File: src/rtl/count_lim_pkg.sv
// -----------------------------------------------------------------------------
// count_pkg
//   Shared types for the count_lim limit counter.
//   mode_t  : end-of-range behaviour (wrap, saturate, one-shot; value 3 is
//             reserved and handled like saturate)
//   state_t : run / done state of the one-shot sequencer
// -----------------------------------------------------------------------------
package count_pkg;

    typedef enum logic [1:0] {
        MODE_WRAP    = 2'd0,
        MODE_SAT     = 2'd1,
        MODE_ONESHOT = 2'd2,
        MODE_RSVD    = 2'd3
    } mode_t;

    typedef enum logic {
        S_RUN  = 1'b0,
        S_DONE = 1'b1
    } state_t;

endpackage

File: src/rtl/count_lim_if.sv
// -----------------------------------------------------------------------------
// count_lim_if
//   Control, configuration and status bundle of the count_lim counter.
//   master : the user of the counter (drives controls/limits, reads status)
//   slave  : the counter itself
//   Controls : clr, load, data_in, en, updn, step
//   Config   : lo_lim, hi_lim, mode
//   Status   : cnt, tc, ovf, done (registered), cfg_err (combinational)
// -----------------------------------------------------------------------------
interface count_lim_if #(
    parameter int BW = 10,
    parameter int SW = 4
);
    import count_pkg::*;

    logic          clr;
    logic          load;
    logic [BW-1:0] data_in;
    logic          en;
    logic          updn;
    logic [SW-1:0] step;
    logic [BW-1:0] lo_lim;
    logic [BW-1:0] hi_lim;
    mode_t         mode;

    logic [BW-1:0] cnt;
    logic          tc;
    logic          ovf;
    logic          done;
    logic          cfg_err;

    modport master (
        output clr, load, data_in, en, updn, step, lo_lim, hi_lim, mode,
        input  cnt, tc, ovf, done, cfg_err
    );

    modport slave (
        input  clr, load, data_in, en, updn, step, lo_lim, hi_lim, mode,
        output cnt, tc, ovf, done, cfg_err
    );

endinterface

File: src/rtl/count_lim_nxt.sv
// -----------------------------------------------------------------------------
// count_lim_nxt
//   Combinational next-value logic of count_lim for one counting step.
//   Inputs : cnt (current value), step (magnitude), updn (0 up / 1 down),
//            lo_lim / hi_lim (inclusive limits), mode (end-of-range mode)
//   Outputs: nxt_cnt (value after the step, limit-handled)
//            evt     (step crossed a limit: over- or underflow)
// -----------------------------------------------------------------------------
module count_lim_nxt
    import count_pkg::*;
#(
    parameter int BW = 10,
    parameter int SW = 4
) (
    input  logic [BW-1:0] cnt,
    input  logic [SW-1:0] step,
    input  logic          updn,
    input  logic [BW-1:0] lo_lim,
    input  logic [BW-1:0] hi_lim,
    input  mode_t         mode,
    output logic [BW-1:0] nxt_cnt,
    output logic          evt
);

    logic [BW:0]   step_x;
    logic [BW-1:0] step_b;
    logic [BW:0]   sum_x;
    logic [BW:0]   thr_x;
    logic [BW-1:0] diff;
    logic          wrap;

    always_comb begin
        step_x  = (BW+1)'(step);
        step_b  = BW'(step);
        // One extra bit so that cnt + step and lo_lim + step cannot alias.
        sum_x   = {1'b0, cnt} + step_x;
        thr_x   = {1'b0, lo_lim} + step_x;
        diff    = cnt - step_b;
        wrap    = (mode == MODE_WRAP);
        evt     = 1'b0;
        nxt_cnt = cnt;

        if (!updn) begin
            evt = (sum_x > {1'b0, hi_lim});
            if (evt) begin
                nxt_cnt = wrap ? lo_lim : hi_lim;
            end else begin
                nxt_cnt = sum_x[BW-1:0];
            end
        end else begin
            // Underflow test avoids a negative intermediate: cnt < lo + step.
            evt = ({1'b0, cnt} < thr_x);
            if (evt) begin
                nxt_cnt = wrap ? hi_lim : lo_lim;
            end else begin
                nxt_cnt = diff;
            end
        end
    end

endmodule

File: src/rtl/count_lim.sv
// -----------------------------------------------------------------------------
// count_lim
//   Loadable up/down counter with variable step, programmable inclusive
//   limits and wrap / saturate / one-shot end-of-range handling.
//   clk5m  : clock, all state on rising edge
//   rst_n  : asynchronous active-low reset
//   bus    : count_lim_if slave port
//            clr > load > count > hold priority each cycle
//            cnt/tc/ovf/done registered, cfg_err = lo_lim > hi_lim (comb.)
// -----------------------------------------------------------------------------
module count_lim
    import count_pkg::*;
#(
    parameter int BW = 10,
    parameter int SW = 4
) (
    input  logic        clk5m,
    input  logic        rst_n,
    count_lim_if.slave  bus
);

    logic [BW-1:0] cnt_q, cnt_d;
    logic          tc_q, tc_d;
    logic          ovf_q, ovf_d;
    logic          done_q, done_d;
    state_t        state_q, state_d;

    logic [BW-1:0] nxt_cnt;
    logic          evt;
    logic          cfg_err;
    logic          cnt_ok;

    function automatic logic [BW-1:0] clamp(input logic [BW-1:0] v,
                                            input logic [BW-1:0] lo,
                                            input logic [BW-1:0] hi);
        logic [BW-1:0] r;
        r = v;
        if (v < lo) begin
            r = lo;
        end else if (v > hi) begin
            r = hi;
        end
        return r;
    endfunction

    count_lim_nxt #(
        .BW (BW),
        .SW (SW)
    ) u_nxt (
        .cnt     (cnt_q),
        .step    (bus.step),
        .updn    (bus.updn),
        .lo_lim  (bus.lo_lim),
        .hi_lim  (bus.hi_lim),
        .mode    (bus.mode),
        .nxt_cnt (nxt_cnt),
        .evt     (evt)
    );

    assign cfg_err = (bus.lo_lim > bus.hi_lim);

    // Counting needs valid limits, a non-zero step and the run state.
    assign cnt_ok = bus.en && (bus.step != '0) && !cfg_err && (state_q == S_RUN);

    always_comb begin
        cnt_d   = cnt_q;
        tc_d    = 1'b0;
        ovf_d   = ovf_q;
        done_d  = done_q;
        state_d = state_q;

        if (bus.clr) begin
            cnt_d   = bus.lo_lim;
            ovf_d   = 1'b0;
            done_d  = 1'b0;
            state_d = S_RUN;
        end else if (bus.load && !cfg_err) begin
            cnt_d   = clamp(bus.data_in, bus.lo_lim, bus.hi_lim);
            ovf_d   = 1'b0;
            done_d  = 1'b0;
            state_d = S_RUN;
        end else if (cnt_ok) begin
            cnt_d = nxt_cnt;
            if (evt) begin
                tc_d  = 1'b1;
                ovf_d = 1'b1;
                if (bus.mode == MODE_ONESHOT) begin
                    state_d = S_DONE;
                    done_d  = 1'b1;
                end
            end
        end
    end

    always_ff @(posedge clk5m or negedge rst_n) begin
        if (!rst_n) begin
            cnt_q   <= '0;
            tc_q    <= 1'b0;
            ovf_q   <= 1'b0;
            done_q  <= 1'b0;
            state_q <= S_RUN;
        end else begin
            cnt_q   <= cnt_d;
            tc_q    <= tc_d;
            ovf_q   <= ovf_d;
            done_q  <= done_d;
            state_q <= state_d;
        end
    end

    assign bus.cnt     = cnt_q;
    assign bus.tc      = tc_q;
    assign bus.ovf     = ovf_q;
    assign bus.done    = done_q;
    assign bus.cfg_err = cfg_err;

endmodule

File: src/flat_wrapper.sv
// flat-port wrapper written by rule: the top's interface ports become plain ports
module count_lim_flat import count_pkg::*;
#(
    parameter int BW = 10,
    parameter int SW = 4
)
  (clk5m, rst_n, bus_clr, bus_load, bus_data_in, bus_en, bus_updn, bus_step, bus_lo_lim, bus_hi_lim, bus_mode, bus_cnt, bus_tc, bus_ovf, bus_done, bus_cfg_err);
  count_lim_if #(.BW(BW), .SW(SW)) bus_i ();
  input  logic clk5m;
  input  logic rst_n;
  input wire logic [$bits(bus_i.clr)-1:0] bus_clr;
  input wire logic [$bits(bus_i.load)-1:0] bus_load;
  input wire logic [$bits(bus_i.data_in)-1:0] bus_data_in;
  input wire logic [$bits(bus_i.en)-1:0] bus_en;
  input wire logic [$bits(bus_i.updn)-1:0] bus_updn;
  input wire logic [$bits(bus_i.step)-1:0] bus_step;
  input wire logic [$bits(bus_i.lo_lim)-1:0] bus_lo_lim;
  input wire logic [$bits(bus_i.hi_lim)-1:0] bus_hi_lim;
  input wire logic [$bits(bus_i.mode)-1:0] bus_mode;
  output wire logic [$bits(bus_i.cnt)-1:0] bus_cnt;
  output wire logic [$bits(bus_i.tc)-1:0] bus_tc;
  output wire logic [$bits(bus_i.ovf)-1:0] bus_ovf;
  output wire logic [$bits(bus_i.done)-1:0] bus_done;
  output wire logic [$bits(bus_i.cfg_err)-1:0] bus_cfg_err;
  assign bus_i.clr = bus_clr;
  assign bus_i.load = bus_load;
  assign bus_i.data_in = bus_data_in;
  assign bus_i.en = bus_en;
  assign bus_i.updn = bus_updn;
  assign bus_i.step = bus_step;
  assign bus_i.lo_lim = bus_lo_lim;
  assign bus_i.hi_lim = bus_hi_lim;
  assign bus_i.mode = bus_mode;
  assign bus_cnt = bus_i.cnt;
  assign bus_tc = bus_i.tc;
  assign bus_ovf = bus_i.ovf;
  assign bus_done = bus_i.done;
  assign bus_cfg_err = bus_i.cfg_err;
  count_lim #(.BW(BW), .SW(SW)) u_core (.clk5m(clk5m), .rst_n(rst_n), .bus(bus_i));
endmodule
File: config.mk
export PLATFORM = sky130hd
export DESIGN_NAME = count_lim_flat
export DESIGN_NICKNAME = d
export VERILOG_FILES = /design/src/rtl/count_lim_pkg.sv /design/src/rtl/count_lim_if.sv /design/src/rtl/count_lim_nxt.sv /design/src/rtl/count_lim.sv /design/src/flat_wrapper.sv
export SDC_FILE = /design/constraint.sdc
export NUM_CORES = 1
export LEC_CHECK = 0
export ABC_CLOCK_PERIOD_IN_PS = 3490
export CAP_MARGIN = 20
export CORE_ASPECT_RATIO = 0.9
export CORE_UTILIZATION = 45
export CTS_CLUSTER_DIAMETER = 150
export DETAILED_ROUTE_END_ITERATION = 6
export HOLD_SLACK_MARGIN = 0.08
export PLACE_DENSITY_LB_ADDON = 0.05
export REMOVE_ABC_BUFFERS = 1
export SYNTH_ARGS = -nofsm -noshare
export SYNTH_HDL_FRONTEND = slang
export SYNTH_SLANG_ARGS = --single-unit
File: constraint.sdc
create_clock -name clk5m -period 3.49 [get_ports clk5m]
set_input_delay 0.698 -clock clk5m [delete_from_list [all_inputs] [get_ports clk5m]]
set_output_delay 0.698 -clock clk5m [all_outputs]
set_load 0.02 [all_outputs]
# --- Yosys cells after proc, flatten, opt, wreduce, memory -nomap -nowiden ---
# Cells that the tools add are included.
totals:
  regBits: 13
  in_bits: 42
  out_inout_bits: 14
  wordCells: 50
op_classes:
  addsub: 3
  order_cmp: 5
  n_eq_ne: 1
  mux: 24
  n_bitwise: 1
  reduce_logical: 12
ops:
  columns: ["operator", "n"]
  rows:
  - ["$mux 10", 10]
  - ["$add 10x4->11", 2]
  - ["$gt 10x10->1", 2]
  - ["$mux 1", 14]
  - ["$gt 11x10->1", 1]
  - ["$lt 10x11->1", 1]
  - ["$lt 10x10->1", 1]
  - ["$sub 10x4->10", 1]
  - ["$reduce_bool 3->1", 3]
  - ["$logic_and 1x1->1", 4]
  - ["$reduce_bool 4->1", 1]
  - ["$reduce_and 3->1", 1]
  - ["$eq 2x2->1 const B", 1]
  - ["$logic_not 2->1", 1]
  - ["$reduce_and 2->1", 1]
  - ["$logic_not 1->1", 1]
  - ["$not 1->1", 1]

# --- Logic depth before layout (Yosys ltp) ---
# Gate-level depths: netlist of the first run.
depth:
  depth_word: 7
  ltp_mapped: 16
  depth_no_buf: 15

# --- Cells and area by module ---
# From an unflattened synthesis of the first run, not the netlist that was laid out.
unflattened:
  cells_unflattened: 470
  area_unflattened_um2: 3510.9
modules_own_cells:
  columns: ["mod", "n_inst", "cells_per_inst", "area_each_um2", "seq_area_each_um2"]
  rows:
  - ["count_lim_nxt", 1, 259, 1798.0, 0.0]
  - ["count_lim", 1, 211, 1712.9, 325.3]

# --- Least setup slack after synthesis of the first run ---
# No wires, ideal clock.
synth_path:
  path_type: "input -> register"
  startpoint: "input port bus_step[0]"
  endpoint: "register u_core.cnt_q[3] (netlist: u_core.bus.cnt[3])"
  setup_ns: 0.064
  arrival_time_ns: 3.965
  t_required_ns: 3.426
  slack_ns: -0.539
  stages: 16
  n_path_buf: 1
  path_cell_list: "ha_1 > inv_1 > fa_1 > o21bai_1 > a21oi_1 > or3_1 > xnor2_1 > ha_1 > a21o_1 > a21oi_1 > nor4b_1 > o21a_1 > buf_6 > mux2_4 > a2111oi_2 > o32a_2"
synth_between:
  elab_chain_len: 7
  word_cells_on_any_way: 16
  cone_classes: "3 x add/sub; 2 x order compare; 6 x mux; 5 x reduce/logical"
synth_rtl:
  columns: ["element", "line_no", "text"]
  rows:
  - ["start, declared", "flat_wrapper.sv:16", "input wire logic [$bits(bus_i.step)-1:0] bus_step;"]
  - ["$add 10x4->11 (on tied branches)", "count_lim_nxt.sv:36, count_lim_nxt.sv:37", null]
  - ["$gt 11x10->1 / $lt 10x11->1 (equally long branches)", "count_lim_nxt.sv:44, count_lim_nxt.sv:52", null]
  - ["$mux 10 (on tied branches)", "count_lim_nxt.sv:45, count_lim_nxt.sv:53", null]
  - ["$mux 10", "count_lim_nxt.sv:43", "if (!updn) begin"]
  - ["$mux 10", "count_lim.sv:82", "end else if (cnt_ok) begin"]
  - ["$mux 10", "count_lim.sv:77", "end else if (bus.load && !cfg_err) begin"]
  - ["$mux 10", "count_lim.sv:72", "if (bus.clr) begin"]
  - ["end signal, assigned", "count_lim.sv:103", "cnt_q <= cnt_d;"]
  - ["end, declared", "count_lim.sv:22", "logic [BW-1:0] cnt_q, cnt_d;"]
# Parallel ways exist; a longest one is shown, timed or not. The select of a mux whose other input is x is not followed.
# A chain may end at the register's enable or synchronous reset.

# --- Worst setup path in the final report of the first run ---
# Same ends and word-level chain as after synthesis.

==> results of run 1 <==
[placed cells by master (no fill, tap or decap), types with 8 or more instances in the layout]
master / instances
buf_6: 11
xnor2_1: 12
ha_4: 8
dfrtp_1: 13
o21ai_0: 14
a21o_1: 8
nand4_1: 9
inv_1: 32
ha_1: 52
clkdlybuf4s50_1: 44
a21oi_1: 16
a211o_1: 11
nor3_1: 12
buf_4: 105
mux2i_1: 26
nor2_1: 26
nand2_1: 26
[power breakdown]
| group | total [mW] | switching (mW) | internal, mW |
|---|---|---|---|
| sequential | 0.215 | 0.0336 | 0.181 |
| clock | 0.142 | 0.0607 | 0.0810 |
| combinational | 1.71 | 0.846 | 0.868 |
| total | 2.07 | 0.941 | 1.13 |
[Yosys cell counts (3+ instances only)]
| library cell | number |
|---|---|
| o41ai_1 | 3 |
| a21o_1 | 8 |
| o21ai_0 | 16 |
| a31oi_1 | 3 |
| nand2_1 | 28 |
| and3_1 | 7 |
| nor2b_1 | 6 |
| clkbuf_1 | 9 |
| nor3_1 | 14 |
| xor2_1 | 6 |
| and2_1 | 3 |
| nor2_1 | 30 |
| xnor2_1 | 14 |
| dfrtp_1 | 13 |
| buf_2 | 3 |
| o31ai_1 | 5 |
| a21oi_1 | 24 |
| inv_1 | 37 |
| o2111ai_1 | 3 |
| fa_1 | 3 |
| a2bb2oi_1 | 3 |
| a211oi_1 | 5 |
| o211ai_1 | 5 |
| o21a_1 | 6 |
| mux2i_1 | 26 |
| nand4_1 | 9 |
| nand2b_1 | 4 |
| o21bai_1 | 3 |
| ha_1 | 60 |
| or3_1 | 3 |
| or2_2 | 3 |
| a221oi_1 | 3 |
| a41oi_1 | 5 |
| a211o_1 | 11 |
| nand3_1 | 4 |
[per-layer routing]
metal  GRT usage [%]  vias up  wire length [µm]
met5               0        -                 0
met4            10.7        0               462
met3            5.40       39               898
met2            53.2      177              5790
met1            43.2     1897              5590
li1                -     1881                 -
[registers in the layout (all words and copies together), names as in the netlist]
signal and flops:
u_core.bus.cnt 10, u_core.bus.done 1, u_core.bus.ovf 1, u_core.bus.tc 1
[per-stage QoR]
stage / total power, mW / util (%) / hold slack [ns]
2_1_floorplan: 0.956 / - / 0.402
3_3_place_gp: 1.54 / 66.0 / 0.470
3_5_place_dp: 1.56 / 66.0 / 0.474
4_1_cts: 1.90 / 70.9 / 0.487
5_1_grt: 2.21 / 74.2 / 0.501
6_report: 2.07 / 74.2 / 0.483
[area by class of cell]
type | count | area share [%]
Inverter | 37 | 2.66
Clock buffer | 4 | 0.862
Multi-Input combinational cell | 353 | 60.6
Timing Repair Buffer | 170 | 27.5
Sequential cell | 13 | 6.23
Tap cell | 93 | 2.23
[cells by family after synthesis]
family | count (synthesis) | synth area share [%]
DFF | 13 | 9.92
buffers and inverters | 52 | 6.41
muxes | 28 | 8.74
AOI/OAI and AO/OA | 121 | 26.4
and+or+nand+nor | 121 | 18.5
adders and majority gates | 63 | 24.7
xor gates and xnor gates | 20 | 5.34
[what timing repair did]
item	in CTS	in global routing
pin swaps	45	38
endpoints found under the setup margin	14	14
hold endpoints to repair	0	0
gates resized for setup	75	41
buffers inserted	12	4
hold buffers	0	0
[final timing paths]
| kind | to | depth (start not counted) |
|---|---|---|
| max | u_core.bus.cnt[3] | 16 |
| min | u_core.bus.ovf | 1 |
| max reg2reg | u_core.bus.cnt[3] | 15 |
| min reg2reg | u_core.bus.ovf | 1 |
| max in group asynchronous | u_core.bus.cnt[7] | 1 |
| min in group asynchronous | u_core.bus.cnt[1] | 1 |
==> impl_metrics.toml, run 1 <==
[run_status]
status = "finished, violations left"
violations = "negative setup slack"

[sta]
final.setup.worst_slack_ns = -0.284
slew_viol_final = 0
relSlewSlack_pct = 56.3
fmax_mhz = 265
skew_ns = 0.00177
hold_violations = 0
min_period_over_period_pct = 108
setup-tns-final_ns = -2.15
rsz0062_at_grt = "true"
post-route-min-period_ns = 3.77
worst_slew_pin_slew_ns = 0.653
setup_viol = 12

[setup_path]
critPathSlowestCell = "fa_2"
crit_family = "compound AO/OA/AOI/OAI gates"
timing.rr.start = "u_core.bus.cnt[0]"
max_stage_delay_ns = 0.37
startpoint_type = "input port"
crit_type = "in2reg"
cp-end-kind = "flop"
cp.required_ns = 3.68
crit_path_start = "bus_step[0]"
crit_top_cell = "nand4_1"
worstPathMaxFanout = 4
regToRegSetupSlack_ns = -0.13
path_buf_inv = 2
crit_chain = "buf_8 -> buf_6 -> ha_4 -> fa_2 -> a211oi_4 -> nor2_2 -> nand4_1 -> xnor2_1 -> ha_1 -> and3_4 -> nand4_1 -> o31a_1 -> a21bo_4 -> mux2_4 -> a2111oi_4 -> o32a_2"
worstPathArrival_ns = 3.97

[yosys]
async_reset_ff_share_pct = 100
syn_area_per_cell_um2 = 7.85
synth-edff-count = 0
synth_ff_type = "dfrtp_1"
yosys.area.top_type = "ha_1"
netlist_area_um2 = 3280
synth_area_leaders = "ha_1 23%, dfrtp_1 9.9%, mux2i_1 7.9%, inv_1 4.2%, xnor2_1 3.7%"
yosys.area.top_type_share_pct = 22.9
ys_warn_count = 0
synth_cells = 418
ys_types = 62
ys_seq_elements = 13
seq_area_frac_synth_pct = 9.92

[routing]
ant_nets = 0
via_count = 3994
drt-wirelength-per-cell_um = 19.0
drt_first_pass_iters = 5
via_per_inst = 5.96
drt_iter0_drc = 273
wl_mm = 12.7
drc = 0

[cells_and_area]
design_area_um2 = 5220
multi_input_area_um2 = 3160
area.growth.synth_to_final_pct = 59.3
finalNetCount = 683
area.sequential_um2 = 325
final_cell_count_no_fill = 670
n_antenna_cell = 0
n_fill_cell = 542
layout-drive-gt1-share_pct = 32.6

[power]
cellPowerDensity_nw_per_um2 = 396
leakagePower_nw = 2.45
peakVddDrop_uv = 246

[global_routing]
grt_pass1_vias = 3944
grt_pass1_wl_mm = 19.4
overflow = 0
grt_use_total_pct = 32.5
grt_max_degree = 15
antenna_found_initial = 0

[place]
place_ws_ns = -1.21
placed_area_um2 = 4640
port_buffers = 55
routabilityCongestion = 0.917
dp_cells = 652
dp.final_hpwl_mm = 9.89

[worst_hold_path]
hold_path_startpoint = "u_core.bus.ovf"
min_path_type = "reg2reg"

[cts]
cts_sinks = 13
clockRootBuffer = "clkbuf_8"
cts_tree = "yes"
worstSkewPairLatency_ns = 0.25
htree_num_levels = 1
cts_buffers = 3
cts_max_path_buffers = 2
path_clk_slew_ns = 0.06

[die]
start_util_pct = 46.6
dieArea_um2 = 7630
die_y_um = 83.0
rows = 29
core_area_um2 = 7040
io_pins = 56
dieWidth_um = 92.0

[flow_run]
maxCapViolCount = 0
(Power assumes the default switching activity.)
==> run 2: changes to the inputs <==
--- a/config.mk
+++ b/config.mk
@@ -9,11 +9,13 @@
 export CAP_MARGIN = 20
 export CORE_ASPECT_RATIO = 0.9
 export CORE_UTILIZATION = 45
+export CTS_BUF_LIST = sky130_fd_sc_hd__clkbuf_8
 export CTS_CLUSTER_DIAMETER = 150
 export DETAILED_ROUTE_END_ITERATION = 6
 export HOLD_SLACK_MARGIN = 0.08
 export PLACE_DENSITY_LB_ADDON = 0.05
 export REMOVE_ABC_BUFFERS = 1
+export SLEW_MARGIN = 40
 export SYNTH_ARGS = -nofsm -noshare
 export SYNTH_HDL_FRONTEND = slang
 export SYNTH_SLANG_ARGS = --single-unit
==> run 2 against run 1 <==
Cell area unchanged; combinational power about the same; largest power group unchanged; largest cell class unchanged; worst setup slack improved by 0.011 ns; count of clock-buffer cells in the layout down 1; the run still ends with negative setup slack left; utilization unchanged.
==> impl_metrics.toml, run 2 (synthesis results as in run 1) <==
[setup_path]
crit_chain = "buf_8 -> buf_6 -> ha_4 -> fa_2 -> a211oi_4 -> nor2_2 -> nand4_1 -> xnor2_1 -> ha_1 -> and3_4 -> nand4_1 -> o31a_1 -> a21bo_4 -> mux2_4 -> a2111oi_4 -> o32a_2"
path_buf_inv = 2
timing.rr.start = "u_core.bus.cnt[0]"
cp-end-kind = "flop"
crit_type = "in2reg"
crit_family = "compound AO/OA/AOI/OAI gates"
critPathSlowestCell = "fa_2"
crit_top_cell = "nand4_1"
cp.required_ns = 3.68
rr_worst_depth = 15
max_stage_delay_ns = 0.37
reg2reg_to = "u_core.bus.cnt[3]"
worstPathArrival_ns = 3.96
startpoint_type = "input port"
regToRegSetupSlack_ns = -0.13
worstPathMaxFanout = 4

[cts]
cts_max_path_buffers = 2
cts_tree = "yes"
clockRootBuffer = "clkbuf_8"
htree_num_levels = 1
path_clk_slew_ns = 0.06
cts_sinks = 13
cts_buffers = 3
worstSkewPairLatency_ns = 0.25

[worst_hold_path]
hold_end = "u_core.bus.ovf"
hold_path_startpoint = "u_core.bus.ovf"
holdPathStages = 1
min_path_type = "reg2reg"

[sta]
min_period_over_period_pct = 108
final.setup.worst_slack_ns = -0.272
slew_viol_final = 0
post-route-min-period_ns = 3.76
hold_violations = 0
fmax_mhz = 266
holdWs_ns = 0.483
worst_slew_pin_slew_ns = 0.655
rsz0062_at_grt = "true"
setup_viol = 12
relSlewSlack_pct = 56.2
setup-tns-final_ns = -2.02
skew_ns = 0.000878

[routing]
ant_nets = 0
via_count = 3943
drt_first_pass_iters = 5
drt-wirelength-per-cell_um = 19.0
wl_met2_mm = 5.76
wl_met1_mm = 5.53
drt_iter0_drc = 273
met3WireLength_um = 968
wl_mm = 12.7
drc = 0
via_per_inst = 5.89
top_layer = "met4"

[run_status]
status = "finished, violations left"
violations = "negative setup slack"

[cells_and_area]
layout_commonest_cell = "buf_4"
final_cell_mix = "105 x buf_4, 52 x ha_1, 44 x clkdlybuf4s50_1"
final_cell_count_no_fill = 670
layout-drive-gt1-share_pct = 32.6
area.sequential_um2 = 325
fin_util_pct = 74.2
finalNetCount = 683
n_antenna_cell = 0
largest_reg_flops = 10
design_area_um2 = 5220
area.growth.synth_to_final_pct = 59.3
n_fill_cell = 542
multi_input_area_um2 = 3160

[place]
placed_area_um2 = 4640
routabilityCongestion = 0.917
port_buffers = 55
place_ws_ns = -1.21
dp_cells = 652
dp.final_hpwl_mm = 9.89

[global_routing]
antenna_found_initial = 0
grt_use_total_pct = 32.5
overflow = 0
grt_pass1_vias = 3944
grt_max_degree = 15
grt_pass1_wl_mm = 19.4

[die]
start_util_pct = 46.6
rows = 29
dieArea_um2 = 7630
die_y_um = 83.0
io_pins = 56
core_area_um2 = 7040
dieWidth_um = 92.0

[power]
power_mw = 2.07
peakVddDrop_uv = 246
leakagePower_nw = 2.45
cellPowerDensity_nw_per_um2 = 396

[flow_run]
maxCapViolCount = 0
==> run 2: cell count changes in the layout (fill, tap and decap cells not counted), sizes merged <==
cell | previous run | this run
clkbuf | 6 | 5
inv | 37 | 38
==> run 2: worst max path at each step <==
stage                           start                 to  depth (start not counted)
final                     bus_step[0]  u_core.bus.cnt[3]                         16
after global routing      bus_step[0]  u_core.bus.cnt[3]                         16
after CTS                 bus_step[0]  u_core.bus.cnt[3]                         16
after detailed placement  bus_step[0]  u_core.bus.cnt[3]                         16
after global placement    bus_step[0]  u_core.bus.cnt[3]                         17
after floorplan           bus_step[0]  u_core.bus.cnt[3]                         15
==> run 2: worst register-to-register path: stages, from the launching register on <==
cell	delay (ns)
dfrtp_1	0.40
ha_4	0.15
inv_2	0.04
fa_2	0.38
o21bai_4	0.13
a21oi_2	0.08
or3_4	0.38
xnor2_2	0.15
ha_1	0.30
a21o_1	0.20
a21oi_2	0.15
nor4b_4	0.23
o21a_1	0.20
mux2_4	0.32
a2111oi_4	0.26
o32a_2	0.19
==> run 2: repair_timing <==
item,CTS,global route
endpoints found under the setup margin,14,14
pin swaps,45,38
hold buffers,0,0
cloned,0,0
buffers inserted,12,4
gates resized for setup,75,41
==> run 2: layer usage <==
| metal | GRT usage (%) | up-vias |
|---|---|---|
| met3 | 5.40 | 38 |
| li1 | - | 1878 |
| met1 | 43.2 | 1847 |
| met4 | 10.7 | 0 |
| met5 | 0 | - |
| met2 | 53.2 | 180 |
==> run 2: where the power goes <==
part / internal [mW] / switching, mW / total [mW] / leakage, nW
clock network: 0.0780 / 0.0605 / 0.139 / 0.0269
registers: 0.181 / 0.0335 / 0.214 / 0.158
logic: 0.868 / 0.845 / 1.71 / 2.26
==> run 2: area by class of cell <==
type                       count  share of cell area [%]
clock buffer                   3                   0.790
sequential                    13                    6.23
clock inverter                 1                  0.0719
inverter                      37                    2.66
multi-input combinational    353                    60.6
tap                           93                    2.23
timing repair buffer         170                    27.5
==> run 3: changes to the inputs <==
--- a/config.mk
+++ b/config.mk
@@ -15,7 +15,7 @@
 export HOLD_SLACK_MARGIN = 0.08
 export PLACE_DENSITY_LB_ADDON = 0.05
 export REMOVE_ABC_BUFFERS = 1
-export SLEW_MARGIN = 40
+export SLEW_MARGIN = 0
 export SYNTH_ARGS = -nofsm -noshare
 export SYNTH_HDL_FRONTEND = slang
 export SYNTH_SLANG_ARGS = --single-unit
==> results of run 3 <==
Same layout as run 2: the final DEF is identical, and so are final timing and power.
